$ cat config.mk
export PLATFORM = sky130hd
export DESIGN_NAME = i2c_slave_responder
export DESIGN_NICKNAME = d
export VERILOG_FILES = /design/src/rtl/i2c_slave_responder_pkg.sv /design/src/rtl/i2c_slave_responder_bus_monitor.sv /design/src/rtl/i2c_slave_responder.sv
export SDC_FILE = /design/constraint.sdc
export NUM_CORES = 1
export LEC_CHECK = 0
export ABC_AREA = 1
export BUFFER_PORTS_ARGS = -buffer_cell sky130_fd_sc_hd__buf_2
export CAP_MARGIN = 30
export CORE_MARGIN = 3
export CORE_UTILIZATION = 35
export DETAILED_ROUTE_END_ITERATION = 6
export PLACE_DENSITY = 0.56
export SETUP_SLACK_MARGIN = 0.2
export SKIP_LAST_GASP = 1
export SYNTH_ARGS = -nofsm -noshare
export SYNTH_HDL_FRONTEND = slang
export SYNTH_SLANG_ARGS = --single-unit
$ cat constraint.sdc
create_clock -name i_clk -period 1.5 [get_ports i_clk]
set_clock_uncertainty 0.1 [all_clocks]
set_input_delay 0.15 -clock i_clk [delete_from_list [all_inputs] [get_ports i_clk]]
set_output_delay 0.15 -clock i_clk [all_outputs]
set_load 0.01 [all_outputs]
$ cat src/rtl/i2c_slave_responder_pkg.sv
// Shared I2C target definitions: FSM state encoding and reserved addresses.
package package_i2c;

    typedef enum logic [3:0] {
        IDLE,
        ADDR,
        ADDR_ACK,
        REG,
        REG_ACK,
        WDATA,
        WDATA_ACK,
        RDATA,
        RDATA_ACK,
        WAIT_STOP
    } t_slave_states;

    localparam logic [6:0] c_i2c_general_call = 7'h00;

endpackage

$ cat src/rtl/i2c_slave_responder_bus_monitor.sv
// I2C line conditioner: synchronizes raw SCL/SDA and flags SCL edges plus
// START/STOP conditions, all derived from the synchronized values.
module i2c_bus_monitor #(
    parameter int unsigned SYNC_STAGES = 2
) (
    input  logic clk,
    input  logic rst,
    input  logic scl,
    input  logic sda,
    output logic scl_rise,
    output logic scl_fall,
    output logic start_det,
    output logic stop_det,
    output logic sda_sync
);

    localparam int unsigned STAGES = (SYNC_STAGES < 2) ? 2 : SYNC_STAGES;

    logic [STAGES-1:0] scl_pipe;
    logic [STAGES-1:0] sda_pipe;
    logic              scl_dly;
    logic              sda_dly;
    logic              scl_sync;

    // Idle bus is high, so resetting to 1 avoids phantom edges after reset.
    always_ff @(posedge clk) begin
        if (rst) begin
            scl_pipe <= '1;
            sda_pipe <= '1;
            scl_dly  <= 1'b1;
            sda_dly  <= 1'b1;
        end else begin
            scl_pipe <= {scl_pipe[STAGES-2:0], scl};
            sda_pipe <= {sda_pipe[STAGES-2:0], sda};
            scl_dly  <= scl_pipe[STAGES-1];
            sda_dly  <= sda_pipe[STAGES-1];
        end
    end

    assign scl_sync  = scl_pipe[STAGES-1];
    assign sda_sync  = sda_pipe[STAGES-1];
    assign scl_rise  = scl_sync & ~scl_dly;
    assign scl_fall  = ~scl_sync & scl_dly;
    assign start_det = scl_sync & sda_dly & ~sda_sync;
    assign stop_det  = scl_sync & ~sda_dly & sda_sync;

endmodule

$ cat src/rtl/i2c_slave_responder.sv
// I2C target endpoint: address match, register pointer, write/read bursts
// onto a synchronous register-file port; drives SDA low only.
module i2c_slave_responder
    import package_i2c::*;
#(
    parameter logic [6:0]  SLAVE_ADDR  = 7'h33,
    parameter int unsigned SYNC_STAGES = 2
) (
    input  logic       i_clk,
    input  logic       i_rst,
    input  logic       i_scl,
    input  logic       i_sda,
    output logic       o_sda_oe,
    output logic [7:0] o_reg_addr,
    output logic       o_wr_valid,
    output logic [7:0] o_wr_data,
    output logic       o_rd_req,
    input  logic [7:0] i_rd_data,
    output logic       o_busy
);

    t_slave_states state;
    t_slave_states state_next;

    logic       scl_rise;
    logic       scl_fall;
    logic       start_det;
    logic       stop_det;
    logic       sda_sync;

    logic [2:0] bit_cnt;
    logic [7:0] shift;
    logic [7:0] ptr;
    logic [7:0] wr_data;
    logic       sda_oe;
    logic       busy;
    logic       wr_valid;
    logic       rd_req;
    logic       rd_load;
    logic       master_nack;

    logic [7:0] byte_in;
    logic       last_bit;
    logic       addr_hit;
    logic       in_ack;
    logic       rx_shift;
    logic       tx_shift;
    logic       ack_take;
    logic       ack_done;
    logic       rd_start;
    logic       wr_fire;

    i2c_bus_monitor #(
        .SYNC_STAGES(SYNC_STAGES)
    ) u_bus_monitor (
        .clk       (i_clk),
        .rst       (i_rst),
        .scl       (i_scl),
        .sda       (i_sda),
        .scl_rise  (scl_rise),
        .scl_fall  (scl_fall),
        .start_det (start_det),
        .stop_det  (stop_det),
        .sda_sync  (sda_sync)
    );

    assign byte_in  = {shift[6:0], sda_sync};
    assign last_bit = (bit_cnt == 3'd7);
    assign addr_hit = (byte_in[7:1] == SLAVE_ADDR) && (byte_in[7:1] != c_i2c_general_call);
    assign in_ack   = state inside {ADDR_ACK, REG_ACK, WDATA_ACK};

    always_ff @(posedge i_clk) begin
        if (i_rst) begin
            state <= IDLE;
        end else begin
            state <= state_next;
        end
    end

    always_comb begin
        state_next = state;
        if (stop_det) begin
            state_next = IDLE;
        end else if (start_det) begin
            state_next = ADDR;
        end else begin
            case (state)
                ADDR:      if (rx_shift && last_bit) state_next = addr_hit ? ADDR_ACK : WAIT_STOP;
                ADDR_ACK:  if (ack_done) state_next = shift[0] ? RDATA : REG;
                REG:       if (rx_shift && last_bit) state_next = REG_ACK;
                REG_ACK:   if (ack_done) state_next = WDATA;
                WDATA:     if (wr_fire) state_next = WDATA_ACK;
                WDATA_ACK: if (ack_done) state_next = WDATA;
                RDATA:     if (tx_shift && last_bit) state_next = RDATA_ACK;
                RDATA_ACK: if (scl_fall) state_next = master_nack ? WAIT_STOP : RDATA;
                default:   state_next = state;
            endcase
        end
    end

    // ACK states use sda_oe as their phase: the first fall drives, the second releases.
    always_comb begin
        rx_shift = 1'b0;
        tx_shift = 1'b0;
        ack_take = 1'b0;
        ack_done = 1'b0;
        rd_start = 1'b0;
        wr_fire  = 1'b0;
        if (!start_det && !stop_det) begin
            rx_shift = scl_rise && (state inside {ADDR, REG, WDATA});
            tx_shift = scl_fall && (state == RDATA);
            ack_take = scl_fall && in_ack && !sda_oe;
            ack_done = scl_fall && in_ack && sda_oe;
            wr_fire  = rx_shift && last_bit && (state == WDATA);
            rd_start = (ack_done && (state == ADDR_ACK) && shift[0])
                     || (scl_fall && (state == RDATA_ACK) && !master_nack);
        end
    end

    always_ff @(posedge i_clk) begin
        if (i_rst) begin
            bit_cnt     <= '0;
            shift       <= '0;
            ptr         <= '0;
            wr_data     <= '0;
            sda_oe      <= 1'b0;
            busy        <= 1'b0;
            wr_valid    <= 1'b0;
            rd_req      <= 1'b0;
            rd_load     <= 1'b0;
            master_nack <= 1'b0;
        end else begin
            wr_valid <= wr_fire;
            rd_req   <= rd_start;
            rd_load  <= rd_req;
            if (wr_valid) begin
                ptr <= ptr + 8'd1;
            end
            if (stop_det || start_det) begin
                sda_oe  <= 1'b0;
                bit_cnt <= '0;
                if (stop_det) begin
                    busy <= 1'b0;
                end
            end else begin
                if (rx_shift) begin
                    shift   <= byte_in;
                    bit_cnt <= bit_cnt + 3'd1;
                    if (last_bit && state == ADDR) begin
                        busy <= addr_hit;
                    end
                    if (last_bit && state == REG) begin
                        ptr <= byte_in;
                    end
                end
                if (wr_fire) begin
                    wr_data <= byte_in;
                end
                if (ack_take) begin
                    sda_oe <= 1'b1;
                end
                if (ack_done || rd_start) begin
                    sda_oe  <= 1'b0;
                    bit_cnt <= '0;
                end
                // Read data arrives one cycle after the request; drive its MSB at once.
                if (rd_load) begin
                    shift  <= i_rd_data;
                    sda_oe <= ~i_rd_data[7];
                end
                if (tx_shift) begin
                    shift   <= {shift[6:0], 1'b0};
                    bit_cnt <= bit_cnt + 3'd1;
                    if (last_bit) begin
                        sda_oe <= 1'b0;
                        ptr    <= ptr + 8'd1;
                    end else begin
                        sda_oe <= ~shift[6];
                    end
                end
                if (scl_rise && state == RDATA_ACK) begin
                    master_nack <= sda_sync;
                end
            end
        end
    end

    assign o_sda_oe   = sda_oe;
    assign o_reg_addr = ptr;
    assign o_wr_valid = wr_valid;
    assign o_wr_data  = wr_data;
    assign o_rd_req   = rd_req;
    assign o_busy     = busy;

endmodule
== Word level (Yosys, flattened, before mapping) ==
Index checks and enable logic that the tools add are counted.

* Word-level logic and storage cells: 140
* Bits in writable memories: 0
* Output and inout port bits: 20
* Memories kept: 0
* Bits in latches: 0
* Bits in registers: 42
* Bits in read-only memories: 0

* Add/subtract/negate cells: 2
* Shifts and indexed selects: 0
* Eq/ne operators: 25
* Bitwise gates (word level): 13
* Reductions and logical operators: 45
* Multiply operators: 0
* Div/mod/pow operators: 0
* Mux-type cells: 39
* Magnitude comparators: 0

{| class="wikitable"
|+ Operators by type and width
! operator !! count
|-
| two-way mux 8 bit || 6
|-
| two-way mux 4 bit || 9
|-
| case mux 4 bit (7 select lines) || 1
|-
| two-way mux 7 bit || 3
|-
| logical AND 1 bit || 18
|-
| inequality test 3 bit, second input constant || 6
|-
| equality test 4 x 3 -> 1 bit, second input constant || 4
|-
| two-way mux 1 bit || 16
|-
| AND reduction 8 bit || 2
|-
| inequality test 2 bit, second input constant || 7
|-
| nonzero test 7 bit || 2
|-
| two-way mux 3 bit || 4
|-
| nonzero test 3 bit || 4
|-
| adder 8 x 1 -> 8 bit, second input constant || 1
|-
| equality test 4 x 2 -> 1 bit, second input constant || 2
|-
| nonzero test 8 bit || 1
|-
| equality test 7 x 6 -> 1 bit, second input constant || 1
|-
| NOT 1 bit || 7
|-
| AND 1 bit || 6
|-
| AND reduction 2 bit || 3
|-
| OR reduction 2 bit || 3
|-
| equality test 4 x 1 -> 1 bit, second input constant || 1
|-
| equality test 4 bit, second input constant || 1
|-
| logical NOT 1 bit || 4
|-
| other kinds (9) || 12
|}

== Longest topological paths before layout ==
* Word-level depth: 12
* Gate-level depth with buffers: 12
* Mapped depth without buffers: 12

== Hierarchy ==
A second synthesis with hierarchy kept.

* Cell total of the unflattened synthesis: 365
* Area, all modules: 2444.8 um^2

{| class="wikitable"
|+ Modules (own cells, without submodules)
! module !! sequential area each (um^2) !! area each (um^2) !! times used !! cells each
|-
| i2c_slave_responder || 720.7 || 2257.2 || 1 || 345
|-
| i2c_bus_monitor || 120.1 || 187.7 || 1 || 20
|}

== Worst setup path before layout ==
No wires, ideal clock.

* Path kind: reg2reg
* Start: register bit_cnt[0]
* End: register state[0]
* Setup time: 0.113 ns
* Stages on the path, launching flop included: 10
* Path buffers: 0
* Arrival time: 1.339 ns
* Setup slack: -0.052 ns
* Path through: dfxtp_1 > ha_1 > ha_1 > inv_1 > o21ai_0 > nand3_2 > nand2_1 > nand2_1 > nand2_1 > nor2_1

* Word-level cells in the longest chain between the ends: 6
* Elaborated cells on any way between the ends: 11
* Classes of those cells: eq/ne: 5; mux: 1; reduce/logical: 5

{| class="wikitable"
|+ RTL lines
! what !! line !! text
|-
| start: declaration || i2c_slave_responder.sv:31 || <nowiki>logic [2:0] bit_cnt;</nowiki>
|-
| start signal: assignment || i2c_slave_responder.sv:148 || <nowiki>bit_cnt <= bit_cnt + 3'd1;</nowiki>
|-
| start signal: assignment || i2c_slave_responder.sv:173 || <nowiki>bit_cnt <= bit_cnt + 3'd1;</nowiki>
|-
| equality test 3 bit (*) || i2c_slave_responder.sv:68 || <nowiki>assign last_bit = (bit_cnt == 3'd7);</nowiki>
|-
| logical AND 1 bit (2 in series) || i2c_slave_responder.sv:114 || <nowiki>wr_fire = rx_shift && last_bit && (state == WDATA);</nowiki>
|-
| two-way mux 1 bit || i2c_slave_responder.sv:109 || <nowiki>if (!start_det && !stop_det) begin</nowiki>
|-
| inequality test 3 bit (no source line) || -- ||
|-
| AND reduction 8 bit (no source line) (*) || -- ||
|-
| end signal: assignment || i2c_slave_responder.sv:76 || <nowiki>state <= state_next;</nowiki>
|-
| end: declaration || i2c_slave_responder.sv:22 || <nowiki>t_slave_states state;</nowiki>
|}

Mark *: on every way between the ends. The rest lies on a longest branch, timed or not.
A chain may end at the register's enable or synchronous reset.

== Worst setup path in the final report ==
* Start: register state[2]
* End: register shift[1]

* Word-level cells in the longest chain between the ends: 6
* Elaborated cells on any way between the ends: 12
* Classes of those cells: eq/ne: 4; mux: 3; reduce/logical: 5

{| class="wikitable"
|+ RTL lines
! what !! line !! text
|-
| equality test 4 x 1 -> 1 bit, or another cell as far along || i2c_slave_responder.sv:110 || <nowiki>rx_shift = scl_rise && (state inside {ADDR, REG, WDATA});</nowiki>
|-
| nonzero test 3 bit || i2c_slave_responder.sv:110 ||
|-
| logical AND 1 bit || i2c_slave_responder.sv:110 ||
|-
| two-way mux 1 bit || i2c_slave_responder.sv:109 ||
|-
| nonzero test 3 bit (no source line) || -- ||
|-
| AND reduction 2 bit (no source line) || -- ||
|-
| end signal: assignment || i2c_slave_responder.sv:147 || <nowiki>shift <= byte_in;</nowiki>
|-
| end signal: assignment || i2c_slave_responder.sv:168 || <nowiki>shift <= i_rd_data;</nowiki>
|-
| end signal: assignment || i2c_slave_responder.sv:172 || <nowiki>shift <= {shift[6:0], 1'b0};</nowiki>
|-
| end: declaration || i2c_slave_responder.sv:32 || <nowiki>logic [7:0] shift;</nowiki>
|}

Several ways; a longest one is shown, not always the timed one.

==> metrics <==
outcome=complete, but fails checks; violated checks=negative setup slack; Period minus WS final=1640 ps; WHS=83.5 ps; Peak VDD IR=0.580 mV; number of synthesized register bits=42; Reg2Reg Launch Point=state[2]; Slowest-stage cell, CP=dfxtp_4; Crit Path Max Fanout=6; Post-layout nets=412; final period utilization=1.09; GR Util All Layers=0.182; Main synth FF type=dfxtp_1; Top Ports=32; Die Wd=84.2 um; register-to-register setup slack=-140 ps; DP HPWL=4.33 mm; Buffers on Ports=31; Design Area, Final=3170 um2; Routed WL=6.16 mm; Worst Tran Pin Value=632 ps; Layout area overhead=48.4%; setup TNS=-2010 ps; CP max stage delay=380 ps; Area after DPL=about 2700 um2; Worst Hold Class=in -> reg; RSZ-0062 raised after global routing=true; standard-cell rows=27; Mapped Nets=329; Final WS setup=-142 ps; Worst Path Required=~1600 ps; total clock sinks=42; clk_lat worst skew=about 310 ps; GRT overflow=0; antenna-violating nets left=0; slew margin rel.=0.578; WL per Instance=13.1 um; top cells by area, synth=dfxtp_1 (39%), nor2_1 (14%), nand2_1 (11%); # H-tree levels=2; synth cell count leaders=nor2_1 (78), nand2_1 (60), dfxtp_1 (42); CP Launch Type=flip-flop; Synth warnings=0; # diodes=0; Worst Reg-to-Reg Cells=10; Lkg Pwr=1.50 nW; Power Density=~1100 nW/um2; Yosys cell types=31; CTS Root Cell=clkbuf_8; Core Area=5710 um2; Starting DRT DRC Count=107; register clock-pin slew on the reported worst setup and hold paths=90 ps; vias in the first global route=2240; worst setup path class=reg -> reg; Yosys top cell area share=0.393; max-cap viol count=0; Async SR Flop Fraction=0; initial antenna violation count=0; top-count cell post-synth=nor2_1; Min-Delay Path Depth=3; Max Slew Vio Count=0; CTS Buf Count=5; EDFF count, synth=0; register area share after synthesis=0.393; via count=roughly 2300; CTS tree=done; Vias/cell=4.84; Max Root-Sink Buffers=2; final setup fails=28; fraction of layout cells with a size suffix above 1=0.452; crit path from=state[2]; Synth Instances=314; Initial Util=0.375; area leader, netlist=dfxtp_1; height of the die=84.2 um; critical path data arrival time=1750 ps; # fillers=540; drt pass-1 iters=4; Mapped Area=2140 um2; crit path to=shift[1]; final hold viol count=0; DRC viols=0; cell chain of the critical path=inv_4 > nor2_4 > nand2_2 > nor2_4 > nor2_4 > a21oi_4 > buf_12 > nand3_2 > nand2_1 > nor2_1; syn avg cell area=6.81 um2; f_max=609 MHz; placer congestion estimate=0.864; CP endpoint kind=flip-flop; first-pass GRT wire length=10.6 mm; largest net degree at the start of global routing=21; die footprint=7090 um2; capture point of the worst reg-to-reg path=shift[1]; CP dominant cell by count=nor2_4
-- report_power, final --
group,internal [W],switching [W]
clock,0.000336,0.000440
combinational,0.000599,0.000715
sequential,0.00120,0.0000895
-- worst min path at each step --
stage | startpoint | endpoint | slack, ps
after floorplan | i_scl | u_bus_monitor.scl_pipe[0] | 150
after global placement | i_scl | u_bus_monitor.scl_pipe[0] | 240
after detailed placement | i_scl | u_bus_monitor.scl_pipe[0] | 230
after CTS | i_rd_data[0] | shift[0] | 70
after global routing | i_rst | u_bus_monitor.sda_pipe[1] | 100
final | i_rd_data[0] | shift[0] | 80
-- flip-flops by register name, summed over array words and instances (netlist names), 2 cells and up --
signal,count
u_bus_monitor.scl_pipe,2
shift,7
o_reg_addr,8
u_bus_monitor.sda_pipe,2
o_wr_data,8
bit_cnt,3
state,4
-- worst max-delay path: cells and delay by family (launching register included) --
kind	cells	cell delay (ps)
and+or+nand+nor	7	670
buffers and inverters	2	190
DFF	1	380
AOI/OAI and AO/OA	1	200
-- repair_timing --
action / CTS / global route
gates cloned: 0 / 0
gates resized for setup: 45 / 44
buffers inserted: 9 / 4
hold buffers: 2 / 0
setup endpoints to repair: 35 / 35
hold endpoints to repair: 2 / 0
pin swaps: 17 / 28
-- cell families after synthesis --
group           share of synthesized area
xor+xnor                           0.0327
fa+ha+maj                          0.0175
flops                               0.393
buf+inv                            0.0649
compound gates                      0.100
simple gates                        0.392
-- cell type report --
cell class                      count  area (um2)  share of cell area
Multi-Input combinational cell    238        1420               0.449
Sequential cell                    42         865               0.272
Timing Repair Buffer               83         593               0.187
Inverter                           27         109              0.0343
Tap cell                           72        90.1              0.0284
Clock buffer                        5        68.8              0.0217
Clock inverter                      3        25.0             0.00788
-- metrics by stage --
step / total power [W] / utilization / cells / setup slack, ps
finish: 0.00338 / 0.556 / 470 / -142
global route: 0.00359 / 0.556 / 470 / -217
CTS: 0.00324 / 0.528 / 466 / -96.4
detailed placement: 0.00227 / 0.470 / 447 / -126
global placement: 0.00226 / 0.470 / 447 / -114
floorplan: 0.00189 / - / 314 / 34.2
-- layout by cell type, fill, tap and decap left out, drive strengths merged, types with 3 or more instances in the layout --
master and n:
xor2 7, nand4 6, nor2 81, o21ai 20, ha 3, nor3 4
nand2 64, a21oi 10, inv 28, o211ai 3, nand3 27, or2 5
dfxtp 42, buf 81, clkbuf 5
-- metal layers --
layer / GRT usage / up-vias / share of wire
li1: - / 1180 / -
met1: 0.243 / 1044 / 0.48
met2: 0.290 / 43 / 0.46
met3: 0.0500 / 10 / 0.045
met4: 0.0482 / 0 / 0.016
met5: 0 / - / 0
Note: power is estimated with default switching activity, not from simulation.
